==> config.mk <==
export PLATFORM = sky130hd
export DESIGN_NAME = con_ff_unit_flat
export DESIGN_NICKNAME = d
export VERILOG_FILES = /design/src/rtl/con_ff_unit_pkg.sv /design/src/rtl/con_ff_unit_if.sv /design/src/rtl/con_ff_unit_con_eval.sv /design/src/rtl/con_ff_unit.sv /design/src/flat_wrapper.sv
export SDC_FILE = /design/constraint.sdc
export NUM_CORES = 1
export LEC_CHECK = 0
export CORE_ASPECT_RATIO = 0.7
export CORE_MARGIN = 3
export CORE_UTILIZATION = 51
export DETAILED_ROUTE_END_ITERATION = 6
export PLACE_DENSITY = 0.8
export SETUP_SLACK_MARGIN = 0.1
export SLEW_MARGIN = 15
export SYNTH_ARGS = -nofsm -noshare
export SYNTH_HDL_FRONTEND = slang
export SYNTH_SLANG_ARGS = --single-unit
==> constraint.sdc <==
create_clock -name clock -period 7 [get_ports clock]
set_input_delay 1.4 -clock clock [delete_from_list [all_inputs] [get_ports clock]]
set_output_delay 1.4 -clock clock [all_outputs]
set_load 0.05 [all_outputs]
==> src/rtl/con_ff_unit_pkg.sv <==
// Shared types and defaults for the branch-condition unit.
package con_ff_unit_pkg;

    localparam int DEFAULT_DATA_W = 32;
    localparam int DEFAULT_CNT_W  = 16;

    // Condition field decoding; 9..15 are reserved and flag bad_mode.
    typedef enum logic [3:0] {
        COND_EQ     = 4'd0,
        COND_NE     = 4'd1,
        COND_GE     = 4'd2,
        COND_LT     = 4'd3,
        COND_GT     = 4'd4,
        COND_LE     = 4'd5,
        COND_ALWAYS = 4'd6,
        COND_NEVER  = 4'd7,
        COND_DBNZ   = 4'd8,
        COND_RSV_LO = 4'd9,
        COND_RSV_HI = 4'd15
    } condMode_e;

    typedef enum logic [1:0] {
        ST_IDLE = 2'd0,
        ST_EVAL = 2'd1,
        ST_HOLD = 2'd2
    } fsmState_e;

endpackage

==> src/rtl/con_ff_unit_if.sv <==
// Bus/control-unit side signals of the branch-condition unit.
interface con_ff_unit_if #(
    parameter int DATA_W = 32,
    parameter int CNT_W  = 16
);
    logic [DATA_W-1:0] bus_in;
    logic [3:0]        ir_cond;
    logic              con_in;
    logic              cnt_load;
    logic              branch_ack;
    logic              con_out;
    logic              con_valid;
    logic              cnt_zero;
    logic              overrun;
    logic              bad_mode;

    // Control unit / bus mux side.
    modport master (
        output bus_in, ir_cond, con_in, cnt_load, branch_ack,
        input  con_out, con_valid, cnt_zero, overrun, bad_mode
    );

    // Condition unit side.
    modport slave (
        input  bus_in, ir_cond, con_in, cnt_load, branch_ack,
        output con_out, con_valid, cnt_zero, overrun, bad_mode
    );
endinterface

==> src/rtl/con_ff_unit_con_eval.sv <==
// Purely combinational condition evaluator: {taken, badMode} from operand, mode and loop count.
module con_eval
    import con_ff_unit_pkg::*;
#(
    parameter int DATA_W = DEFAULT_DATA_W,
    parameter int CNT_W  = DEFAULT_CNT_W
) (
    input  logic signed [DATA_W-1:0] operand,
    input  condMode_e                mode,
    input  logic        [CNT_W-1:0]  count,
    output logic                     taken,
    output logic                     badMode
);
    logic isZero;
    logic isNeg;

    assign isZero = (operand == '0);
    assign isNeg  = (operand < 0);

    // Decode the selected condition; DBNZ branches while the pre-decrement count exceeds one.
    always_comb begin
        taken   = 1'b0;
        badMode = 1'b0;
        case (mode)
            COND_EQ:     taken = isZero;
            COND_NE:     taken = !isZero;
            COND_GE:     taken = !isNeg;
            COND_LT:     taken = isNeg;
            COND_GT:     taken = !isNeg && !isZero;
            COND_LE:     taken = isNeg || isZero;
            COND_ALWAYS: taken = 1'b1;
            COND_NEVER:  taken = 1'b0;
            COND_DBNZ:   taken = (count != '0) && (count != CNT_W'(1));
            default: begin
                taken   = 1'b0;
                badMode = 1'b1;
            end
        endcase
    end
endmodule

==> src/rtl/con_ff_unit.sv <==
// Branch-condition unit: strobe-edge triggered evaluation, held result with ack handshake,
// decrement-and-branch loop counter and sticky overrun reporting.
module con_ff_unit
    import con_ff_unit_pkg::*;
#(
    parameter int DATA_W = DEFAULT_DATA_W,
    parameter int CNT_W  = DEFAULT_CNT_W
) (
    input  logic          clock,
    input  logic          clear,
    con_ff_unit_if.slave  bus
);
    fsmState_e               state;
    logic                    conInPrev;
    logic                    armed;
    logic                    strobeEdge;
    logic signed [DATA_W-1:0] busHeld_p0;
    condMode_e               modeHeld_p0;
    logic [CNT_W-1:0]        cntReg;
    logic                    conOutReg;
    logic                    conValidReg;
    logic                    overrunReg;
    logic                    badModeReg;
    logic                    evalTaken;
    logic                    evalBad;

    // armed keeps a level already high at reset release from looking like a rising edge.
    assign strobeEdge = armed && bus.con_in && !conInPrev;

    con_eval #(
        .DATA_W (DATA_W),
        .CNT_W  (CNT_W)
    ) u_eval (
        .operand (busHeld_p0),
        .mode    (modeHeld_p0),
        .count   (cntReg),
        .taken   (evalTaken),
        .badMode (evalBad)
    );

    // Edge detector, sequencer and registered result/status flags.
    always_ff @(posedge clock or negedge clear) begin
        if (!clear) begin
            state       <= ST_IDLE;
            conInPrev   <= 1'b0;
            armed       <= 1'b0;
            conOutReg   <= 1'b0;
            conValidReg <= 1'b0;
            overrunReg  <= 1'b0;
            badModeReg  <= 1'b0;
        end else begin
            armed     <= 1'b1;
            conInPrev <= bus.con_in;
            if (strobeEdge && state != ST_IDLE)
                overrunReg <= 1'b1;
            case (state)
                ST_IDLE: begin
                    if (strobeEdge)
                        state <= ST_EVAL;
                end
                ST_EVAL: begin
                    conOutReg   <= evalTaken;
                    badModeReg  <= evalBad;
                    conValidReg <= 1'b1;
                    state       <= ST_HOLD;
                end
                ST_HOLD: begin
                    if (bus.branch_ack) begin
                        conValidReg <= 1'b0;
                        state       <= ST_IDLE;
                    end
                end
                default: state <= ST_IDLE;
            endcase
        end
    end

    // p0: operands captured on the accepted strobe edge, consumed in EVAL.
    always_ff @(posedge clock) begin
        if (state == ST_IDLE && strobeEdge) begin
            busHeld_p0  <= bus.bus_in;
            modeHeld_p0 <= condMode_e'(bus.ir_cond);
        end
    end

    // Loop counter: an explicit load overrides the DBNZ decrement, which saturates at zero.
    always_ff @(posedge clock or negedge clear) begin
        if (!clear)
            cntReg <= '0;
        else if (bus.cnt_load)
            cntReg <= bus.bus_in[CNT_W-1:0];
        else if (state == ST_EVAL && modeHeld_p0 == COND_DBNZ && cntReg != '0)
            cntReg <= cntReg - CNT_W'(1);
    end

    assign bus.con_out   = conOutReg;
    assign bus.con_valid = conValidReg;
    assign bus.cnt_zero  = (cntReg == '0);
    assign bus.overrun   = overrunReg;
    assign bus.bad_mode  = badModeReg;
endmodule

==> src/flat_wrapper.sv <==
// flat-port wrapper written by rule: the top's interface ports become plain ports
module con_ff_unit_flat import con_ff_unit_pkg::*;
#(
    parameter int DATA_W = DEFAULT_DATA_W,
    parameter int CNT_W  = DEFAULT_CNT_W
)
  (clock, clear, bus_bus_in, bus_ir_cond, bus_con_in, bus_cnt_load, bus_branch_ack, bus_con_out, bus_con_valid, bus_cnt_zero, bus_overrun, bus_bad_mode);
  con_ff_unit_if #(.DATA_W(DATA_W), .CNT_W(CNT_W)) bus_i ();
  input  logic clock;
  input  logic clear;
  input wire logic [$bits(bus_i.bus_in)-1:0] bus_bus_in;
  input wire logic [$bits(bus_i.ir_cond)-1:0] bus_ir_cond;
  input wire logic [$bits(bus_i.con_in)-1:0] bus_con_in;
  input wire logic [$bits(bus_i.cnt_load)-1:0] bus_cnt_load;
  input wire logic [$bits(bus_i.branch_ack)-1:0] bus_branch_ack;
  output wire logic [$bits(bus_i.con_out)-1:0] bus_con_out;
  output wire logic [$bits(bus_i.con_valid)-1:0] bus_con_valid;
  output wire logic [$bits(bus_i.cnt_zero)-1:0] bus_cnt_zero;
  output wire logic [$bits(bus_i.overrun)-1:0] bus_overrun;
  output wire logic [$bits(bus_i.bad_mode)-1:0] bus_bad_mode;
  assign bus_i.bus_in = bus_bus_in;
  assign bus_i.ir_cond = bus_ir_cond;
  assign bus_i.con_in = bus_con_in;
  assign bus_i.cnt_load = bus_cnt_load;
  assign bus_i.branch_ack = bus_branch_ack;
  assign bus_con_out = bus_i.con_out;
  assign bus_con_valid = bus_i.con_valid;
  assign bus_cnt_zero = bus_i.cnt_zero;
  assign bus_overrun = bus_i.overrun;
  assign bus_bad_mode = bus_i.bad_mode;
  con_ff_unit #(.DATA_W(DATA_W), .CNT_W(CNT_W)) u_core (.clock(clock), .clear(clear), .bus(bus_i));
endmodule
==> results.yml, run 1 <==
outcome:
  status: "finished clean"
timing:
  setup_viol: 0
  tightest_slew_ps: 916
  clock.fmax_mhz: 248
  finClkSkew_ps: 7.12
  totalNegativeSetupSlack_ps: 0
  slew_headroom: 0.388
  post-route-period-util: 0.577
  holdWs_ps: 486
  drv_slew: 0
  period_needed_ps: 4040
  finalHoldViolCount: 0
  rsz0062_at_grt: "no"
worst_hold_path:
  min_from: "u_core.bus.overrun"
  hold_path_class: "register to register"
cells_and_area:
  ff_latch_area_um2: 1680
  area_growth_pct: 28.7
  drive_above_1_share: 0.105
  multi_input_area_um2: 861
  stdcell_count: 325
  antennaDiodeCount: 0
  fin_area_um2: 3340
  nFillCells: 360
  post-route-util: 0.690
  nets: 295
synth:
  yosys-top-cells-count: "36 x edfxtp_1, 24 x dfrtp_1, 20 x nand2_1, 14 x xor2_1"
  synth_top_area_share: 0.417
  synth-edff-count: 36
  async_flop_share: 0.400
  synth_area_per_cell_um2: 12.9
  ys_seq_elements: 60
  synth.most_common_cell: "edfxtp_1"
  synth_seq_area_share: 0.649
  netlist_instances: 201
  ys.flop_type: "edfxtp_1"
  synth.cell_area_um2: 2590
  synth.top_cells.by_area: "edfxtp_1 42%, dfrtp_1 23%, xor2_1 4.7%, nand2_1 2.9%, nand4_1 2.7%"
  ys_warn_count: 0
  synth_cell_types: 40
  synth_top_area_cell: "edfxtp_1"
  synth_nets: 245
clocking:
  insertion_delay_ps: 330
  numCtsBuffers: 9
  clk_pin_slew_worst_paths_ps: 60
  htreeDepth: 3
  clock_sinks: 60
  cts_tree: "yes"
  ctsResizeCount: 0
  clockBufferDepth: 2
  cts_setup_buffers: 0
  root_buffer: "clkbuf_8"
  cts_hold_buf: 0
critical_path:
  cp-end-kind: "output port"
  reg2reg_depth: 7
  critPathRequiredTime_ps: 5600
  crit_start: "u_core.cntReg[0]"
  reg2reg_from: "u_core.cntReg[0]"
  rr_endpoint: "u_core.cntReg[1]"
  crit_arrival_ps: 2640
  cp-endpoint: "bus_cnt_zero"
  cp-start-kind: "register"
  rrSetupSlack_ps: 4880
  path_max_fanout: 8
  critical_path_class: "register to output port"
floorplanning:
  die_h_um: 65.6
  core_um2: 4830
  die_w_um: 91.2
  rows: 21
  die-area_um2: 5990
  io_pins: 46
  initial_core_util: 0.536
route:
  drtPass1Iterations: 4
  wl_per_cell_um: 16.1
  dr_total_vias: 1709
  drt_iter0_drc: 140
  wl_mm: 5.23
  postRouteAntennaNets: 0
  vias_per_cell: 5.26
  drc: 0
grt:
  track_usage: 0.195
  grt_pass1_wl_mm: 8.52
  grt_max_degree: 37
  antenna_found_initial: 0
  grt_pass1_vias: 1666
  grt_remaining_overflow: 0
placement:
  place.gp.congestion: 0.798
  io_buffers: 45
  place_area_um2: 3110
  post-place-cells: 309
  hpwl_mm: 3.75
power:
  p_per_area_nw_per_um2: 264
  power.leakage_nw: 1.20
  ir_worst_vdd_uv: 184
job:
  maxCapViolCount: 0
[final cells by class]
| type | instances | share of cell area |
|---|---|---|
| flip-flops and latches | 60 | 0.504 |
| multi-input cells | 129 | 0.258 |
| repair buffers | 46 | 0.136 |
| clock buffers | 11 | 0.0454 |
| well taps | 69 | 0.0259 |
| clock inverters | 5 | 0.0251 |
| inverters | 5 | 0.00563 |
[stage by stage]
step | power (W) | setup WS, ps
2_1_floorplan | 0.000483 | 2540
3_3_place_gp | 0.000533 | 3400
3_5_place_dp | 0.000535 | 3360
4_1_cts | 0.000888 | 2970
5_1_grt | 0.000917 | 2820
6_report | 0.000880 | 2960
[report_power, final]
group          switching [W]  leakage [nW]  internal, W
Sequential         0.0000200         0.621     0.000400
Clock               0.000132         0.112     0.000220
Combinational      0.0000588         0.467    0.0000495
[metal layers]
layer | part of all wire | GRT usage
met5 | 0 | 0
met4 | 0.0069 | 0.0508
met3 | 0.064 | 0.0858
met2 | 0.42 | 0.270
met1 | 0.50 | 0.280
[state kept, by name, indices dropped and copies added (netlist names)]
name                  count
u_core.busHeld_p0        32
u_core.cntReg            16
u_core.modeHeld_p0        4
u_core.state              2
u_core.armed              1
u_core.bus.bad_mode       1
u_core.bus.con_out        1
u_core.bus.con_valid      1
u_core.bus.overrun        1
u_core.conInPrev          1
[worst min-delay path by stage]
stage / endpoint / cells after the start
final: u_core.bus.overrun / 1
after global routing: u_core.bus.overrun / 1
after CTS: u_core.bus.overrun / 1
after detailed placement: u_core.bus.overrun / 1
after global placement: u_core.bus.overrun / 1
after floorplan: u_core.state[0] / 1
[kinds of logic (layout without fill, tap and decap cells)]
group	count (synthesis)	after routing	share of synthesized area
DFF	60	60	0.649
xor gates and xnor gates	18	18	0.0608
adders and majority gates	3	3	0.0145
other	1	1	0.00145
and+or+nand+nor	78	78	0.181
AOI/OAI and AO/OA	25	25	0.0555
muxes	4	4	0.0169
buffers and inverters	12	67	0.0208
[cell usage in the layout, fill, tap and decap left out, types with 2 or more instances in the layout]
| cell | netlist | routed |
|---|---|---|
| nand3_1 | 3 | 3 |
| a21oi_1 | 3 | 3 |
| nand2_1 | 20 | 20 |
| nor3_2 | 1 | 2 |
| clkbuf_8 | 0 | 11 |
| edfxtp_1 | 36 | 36 |
| nand2b_1 | 2 | 2 |
| ha_1 | 3 | 3 |
| o21ai_1 | 4 | 4 |
| clkinvlp_4 | 0 | 2 |
| o21bai_1 | 2 | 2 |
| o21ai_0 | 11 | 11 |
| nor4_1 | 9 | 9 |
| mux2_2 | 3 | 3 |
| dfrtp_1 | 24 | 24 |
| nand4_1 | 11 | 11 |
| nor4_4 | 2 | 2 |
| inv_1 | 5 | 5 |
| nor3_1 | 8 | 7 |
| xnor2_1 | 4 | 4 |
| xor2_1 | 14 | 14 |
| nand3b_1 | 2 | 2 |
| nor2_1 | 9 | 9 |
| nand4b_1 | 3 | 3 |
| clkdlybuf4s50_1 | 0 | 44 |
| bufinv_16 | 0 | 2 |
[critical path, stage by stage, from the launching register on]
cell and delay (ps):
dfrtp_1 410, inv_1 120, ha_1 220, nor4b_1 350, nand4_2 280, inv_1 120, clkdlybuf4s50_1 810
No activity file was read; power rests on OpenSTA's default activity.
==> inputs of run 2 (changes only) <==
==> constraint.sdc (replaced) <==
create_clock -name clock -period 4.03 [get_ports clock]
set_input_delay 0.806 -clock clock [delete_from_list [all_inputs] [get_ports clock]]
set_output_delay 0.806 -clock clock [all_outputs]
set_load 0.05 [all_outputs]
==> results.yml, run 2 (synthesized netlist as in run 1, its figures left out) <==
grt:
  grt_pass1_vias: 1700
  grt_max_degree: 37
  track_usage: 0.194
  antenna_found_initial: 0
  grt_pass1_wl_mm: 8.49
  grt_remaining_overflow: 0
cells_and_area:
  area_growth_pct: 27.4
  largest-register: "u_core.busHeld_p0"
  multi_input_area_um2: 861
  antennaDiodeCount: 0
  final_common_cell: "clkdlybuf4s50_1"
  fin_area_um2: 3300
  nFillCells: 371
  largestRegisters: "u_core.busHeld_p0 (32), u_core.cntReg (16), u_core.modeHeld_p0 (4)"
  layout_common_cells: "44 x clkdlybuf4s50_1, 36 x edfxtp_1, 24 x dfrtp_1"
  drive_above_1_share: 0.105
  largest_reg_flops: 32
  post-route-util: 0.683
  ff_latch_area_um2: 1680
  nets: 295
  stdcell_count: 325
timing:
  totalNegativeSetupSlack_ps: 0
  setup_viol: 0
  clock.fmax_mhz: 296
  finalHoldViolCount: 0
  post-route-period-util: 0.839
  drv_slew: 0
  tightest_slew_ps: 939
  period_needed_ps: 3380
  holdWs_ps: 445
  rsz0062_at_grt: "no"
  finClkSkew_ps: 9.32
  slew_headroom: 0.372
clocking:
  cts_setup_buffers: 0
  ctsResizeCount: 0
  cts_hold_buf: 0
  htreeDepth: 3
  cts_tree: "yes"
  clock_sinks: 60
  clk_pin_slew_worst_paths_ps: 70
  clockBufferDepth: 2
  root_buffer: "clkbuf_8"
  numCtsBuffers: 9
  insertion_delay_ps: 340
critical_path:
  rrSetupSlack_ps: 1950
  cp-end-kind: "output port"
  critical_path_class: "register to output port"
  path_max_fanout: 8
  cp-start-kind: "register"
  crit_arrival_ps: 2580
  critPathRequiredTime_ps: 3220
outcome:
  status: "finished clean"
placement:
  post-place-cells: 309
  place_area_um2: 3110
  io_buffers: 45
  place.gp.congestion: 0.816
  hpwl_mm: 3.83
floorplanning:
  rows: 21
  io_pins: 46
  initial_core_util: 0.536
  die-area_um2: 5990
  die_h_um: 65.6
  die_w_um: 91.2
  core_um2: 4830
route:
  drtPass1Iterations: 4
  wl_mm: 5.14
  dr_total_vias: 1714
  drt_iter0_drc: 105
  drc: 0
  wl_per_cell_um: 15.8
  postRouteAntennaNets: 0
  vias_per_cell: 5.27
power:
  power.leakage_nw: 1.19
  p_per_area_nw_per_um2: 439
  ir_worst_vdd_uv: 252
worst_hold_path:
  hold_path_class: "input port to async pin"
job:
  maxCapViolCount: 0
-- run 2: changes by cell type in the layout (fill, tap and decap cells not counted), sizes merged --
cell and change:
clkbuf -2, bufinv -1, clkinv +4, clkinvlp -1
-- run 2: critical path, cell delays in order (launching register included) --
cell             delay (ps)
dfrtp_1                 410
inv_1                   130
ha_1                    220
nor4b_1                 310
nand4_2                 260
inv_1                   110
clkdlybuf4s50_1         810
-- run 2: per-layer routing --
metal  GRT usage  wire, um
met4      0.0902        57
met1       0.271      2490
met2       0.263      2180
met3      0.0767       417
met5           0         0
-- run 2: final timing paths --
kind	from	to	depth (start not counted)
min in group clock	u_core.bus.overrun	u_core.bus.overrun	1
worst min-delay path	clear	u_core.cntReg[12]	1
worst max register to register	u_core.cntReg[0]	u_core.cntReg[1]	7
max in group asynchronous	clear	u_core.cntReg[3]	1
worst min register to register	u_core.bus.overrun	u_core.bus.overrun	1
worst max-delay path	u_core.cntReg[0]	bus_cnt_zero	6
-- run 2: report_power, final --
| part | internal [W] | switching (W) |
|---|---|---|
| clock network | 0.000288 | 0.000244 |
| logic | 0.0000859 | 0.000102 |
| registers | 0.000694 | 0.0000338 |
| total | 0.00107 | 0.000381 |
-- run 2: cell type report --
| type | count | area share |
|---|---|---|
| flip-flops and latches | 60 | 0.509 |
| multi-input cells | 129 | 0.261 |
| repair buffers | 46 | 0.137 |
| clock buffers | 9 | 0.0375 |
| well taps | 69 | 0.0261 |
| clock inverters | 7 | 0.0235 |
| inverters | 5 | 0.00568 |
-- run 2: metrics by stage --
| step | total power [W] | setup WS, ps |
|---|---|---|
| final | 0.00145 | 649 |
| after global routing | 0.00151 | 486 |
| after CTS | 0.00146 | 631 |
| after detailed placement | 0.000931 | 1010 |
| after global placement | 0.000925 | 1040 |
| after floorplan | 0.000839 | 162 |
==> inputs of run 3 (changes only) <==
==> constraint.sdc (replaced) <==
create_clock -name clock -period 3.49 [get_ports clock]
set_input_delay 0.698 -clock clock [delete_from_list [all_inputs] [get_ports clock]]
set_output_delay 0.698 -clock clock [all_outputs]
set_load 0.05 [all_outputs]
==> results.yml, run 3 (synthesized netlist as in run 1, its figures left out) <==
outcome:
  status: "finished clean"
cells_and_area:
  area_growth_pct: 27.0
  multi_input_area_um2: 867
  largest_reg_flops: 32
  layout_common_cells: "43 x clkdlybuf4s50_1, 36 x edfxtp_1, 24 x dfrtp_1"
  largestRegisters: "u_core.busHeld_p0 (32), u_core.cntReg (16), u_core.modeHeld_p0 (4)"
  nets: 296
  ff_latch_area_um2: 1680
  nFillCells: 363
  drive_above_1_share: 0.109
  antennaDiodeCount: 0
  final_common_cell: "clkdlybuf4s50_1"
  largest-register: "u_core.busHeld_p0"
power:
  ir_worst_vdd_uv: 301
  combPwrFrac: 0.135
  power_frac_clock: 0.340
  total_power_w: 0.00160
  seqPwrFrac: 0.525
  power.leakage_nw: 1.19
  p_per_area_nw_per_um2: 487
  intPower_w: 0.00116
  p_sw_frac: 0.275
  p_sw_w: 0.000441
route:
  wl_per_cell_um: 15.8
  drtPass1Iterations: 4
  postRouteAntennaNets: 0
  wl_mm: 5.15
  vias_per_cell: 5.31
  drt_iter0_drc: 146
  drc: 0
  dr_total_vias: 1731
timing:
  totalNegativeSetupSlack_ps: 0
  slew_headroom: 0.628
  period_needed_ps: 2930
  finClkSkew_ps: 7.92
  clock.fmax_mhz: 341
  timing.final.ws_setup_ps: 560
  finalHoldViolCount: 0
  rsz0062_at_grt: "no"
  drv_slew: 0
  post-route-period-util: 0.839
  tightest_slew_ps: 557
  setup_viol: 0
grt:
  grt_pass1_vias: 1647
  grt_max_degree: 37
  track_usage: 0.190
  antenna_found_initial: 0
  grt_pass1_wl_mm: 8.32
  grt_remaining_overflow: 0
placement:
  place.gp.congestion: 0.844
  hpwl_mm: 3.73
  place_ws_ps: 549
  io_buffers: 45
clocking:
  clockBufferDepth: 2
  clk_pin_slew_worst_paths_ps: 70
  cts_setup_buffers: 0
  numCtsBuffers: 9
  cts_hold_buf: 0
  clock_sinks: 60
  htreeDepth: 3
  cts_tree: "yes"
  root_buffer: "clkbuf_8"
  insertion_delay_ps: 340
floorplanning:
  io_pins: 46
  die_h_um: 65.6
  initial_core_util: 0.536
  die-area_um2: 5990
  core_um2: 4830
  die_w_um: 91.2
  rows: 21
critical_path:
  cp-start-kind: "register"
  cp-end-kind: "output port"
  critPathRequiredTime_ps: 2790
  path_max_fanout: 8
  crit_start: "u_core.cntReg[0]"
  reg2reg_from: "u_core.cntReg[0]"
  critical_path_class: "register to output port"
  crit_arrival_ps: 2230
job:
  maxCapViolCount: 0
worst_hold_path:
  hold_path_class: "input port to async pin"
## run 3: cell types whose count changed in the layout (fill, tap and decap cells not counted), sizes merged
cell           previous run  this run
dlymetal6s2s              0         1
clkinvlp                  1         2
clkdlybuf4s50            44        43
bufinv                    1         0
buf                       2         3
inv                       5         7
clkinv                    5         3
## run 3: area by class of cell
class / instances / area share
sequential: 60 / 0.511
multi-input combinational: 129 / 0.263
timing repair buffer: 47 / 0.141
clock buffer: 9 / 0.0376
tap: 69 / 0.0262
clock inverter: 7 / 0.0156
inverter: 5 / 0.00570
## run 3: critical path, cell delays in order (launching register included)
cell,delay [ps]
dfrtp_1,420
inv_1,130
ha_1,220
nor4b_1,310
nand4_2,280
inv_1,110
dlymetal6s2s_1,420
## run 3: final timing paths
path	end	slack [ps]	cells past startpoint
max	bus_cnt_zero	560	6
min	u_core.cntReg[11]	340	1
max reg2reg	u_core.cntReg[1]	1350	7
min reg2reg	u_core.bus.overrun	480	1
max in group asynchronous	u_core.cntReg[3]	2780	1
min in group clock	u_core.bus.overrun	480	1
## run 3: routing by layer
metal / up-vias / part of all wire / track usage
li1: 848 / - / -
met1: 826 / 0.49 / 0.268
met2: 50 / 0.42 / 0.251
met3: 7 / 0.081 / 0.0801
met4: 0 / 0.014 / 0.0883
met5: - / 0 / 0
## run 3: through the flow
step            util  cell area, um2  instances  hold slack (ps)
2_1_floorplan      -            2600        201              402
3_3_place_gp   0.645            3120        310              467
3_5_place_dp   0.645            3120        310              461
4_1_cts        0.681            3290        326              487
5_1_grt        0.681            3290        326              347
6_report       0.681            3290        326              338
## run 3: power by group through the flow
stage | logic, W | registers, W | clock network [W]
after floorplan | 0.0000760 | 0.000892 | 0
after global placement | 0.000216 | 0.000853 | 0
after detailed placement | 0.000217 | 0.000856 | 0
after CTS | 0.000219 | 0.000841 | 0.000563
after global routing | 0.000234 | 0.000847 | 0.000598
final | 0.000217 | 0.000841 | 0.000545
## run 3: repair_timing
item / in CTS / in global routing
gates resized for setup: 0 / 1
endpoints found under the hold margin: 0 / 0
endpoints found under the setup margin: 0 / 1
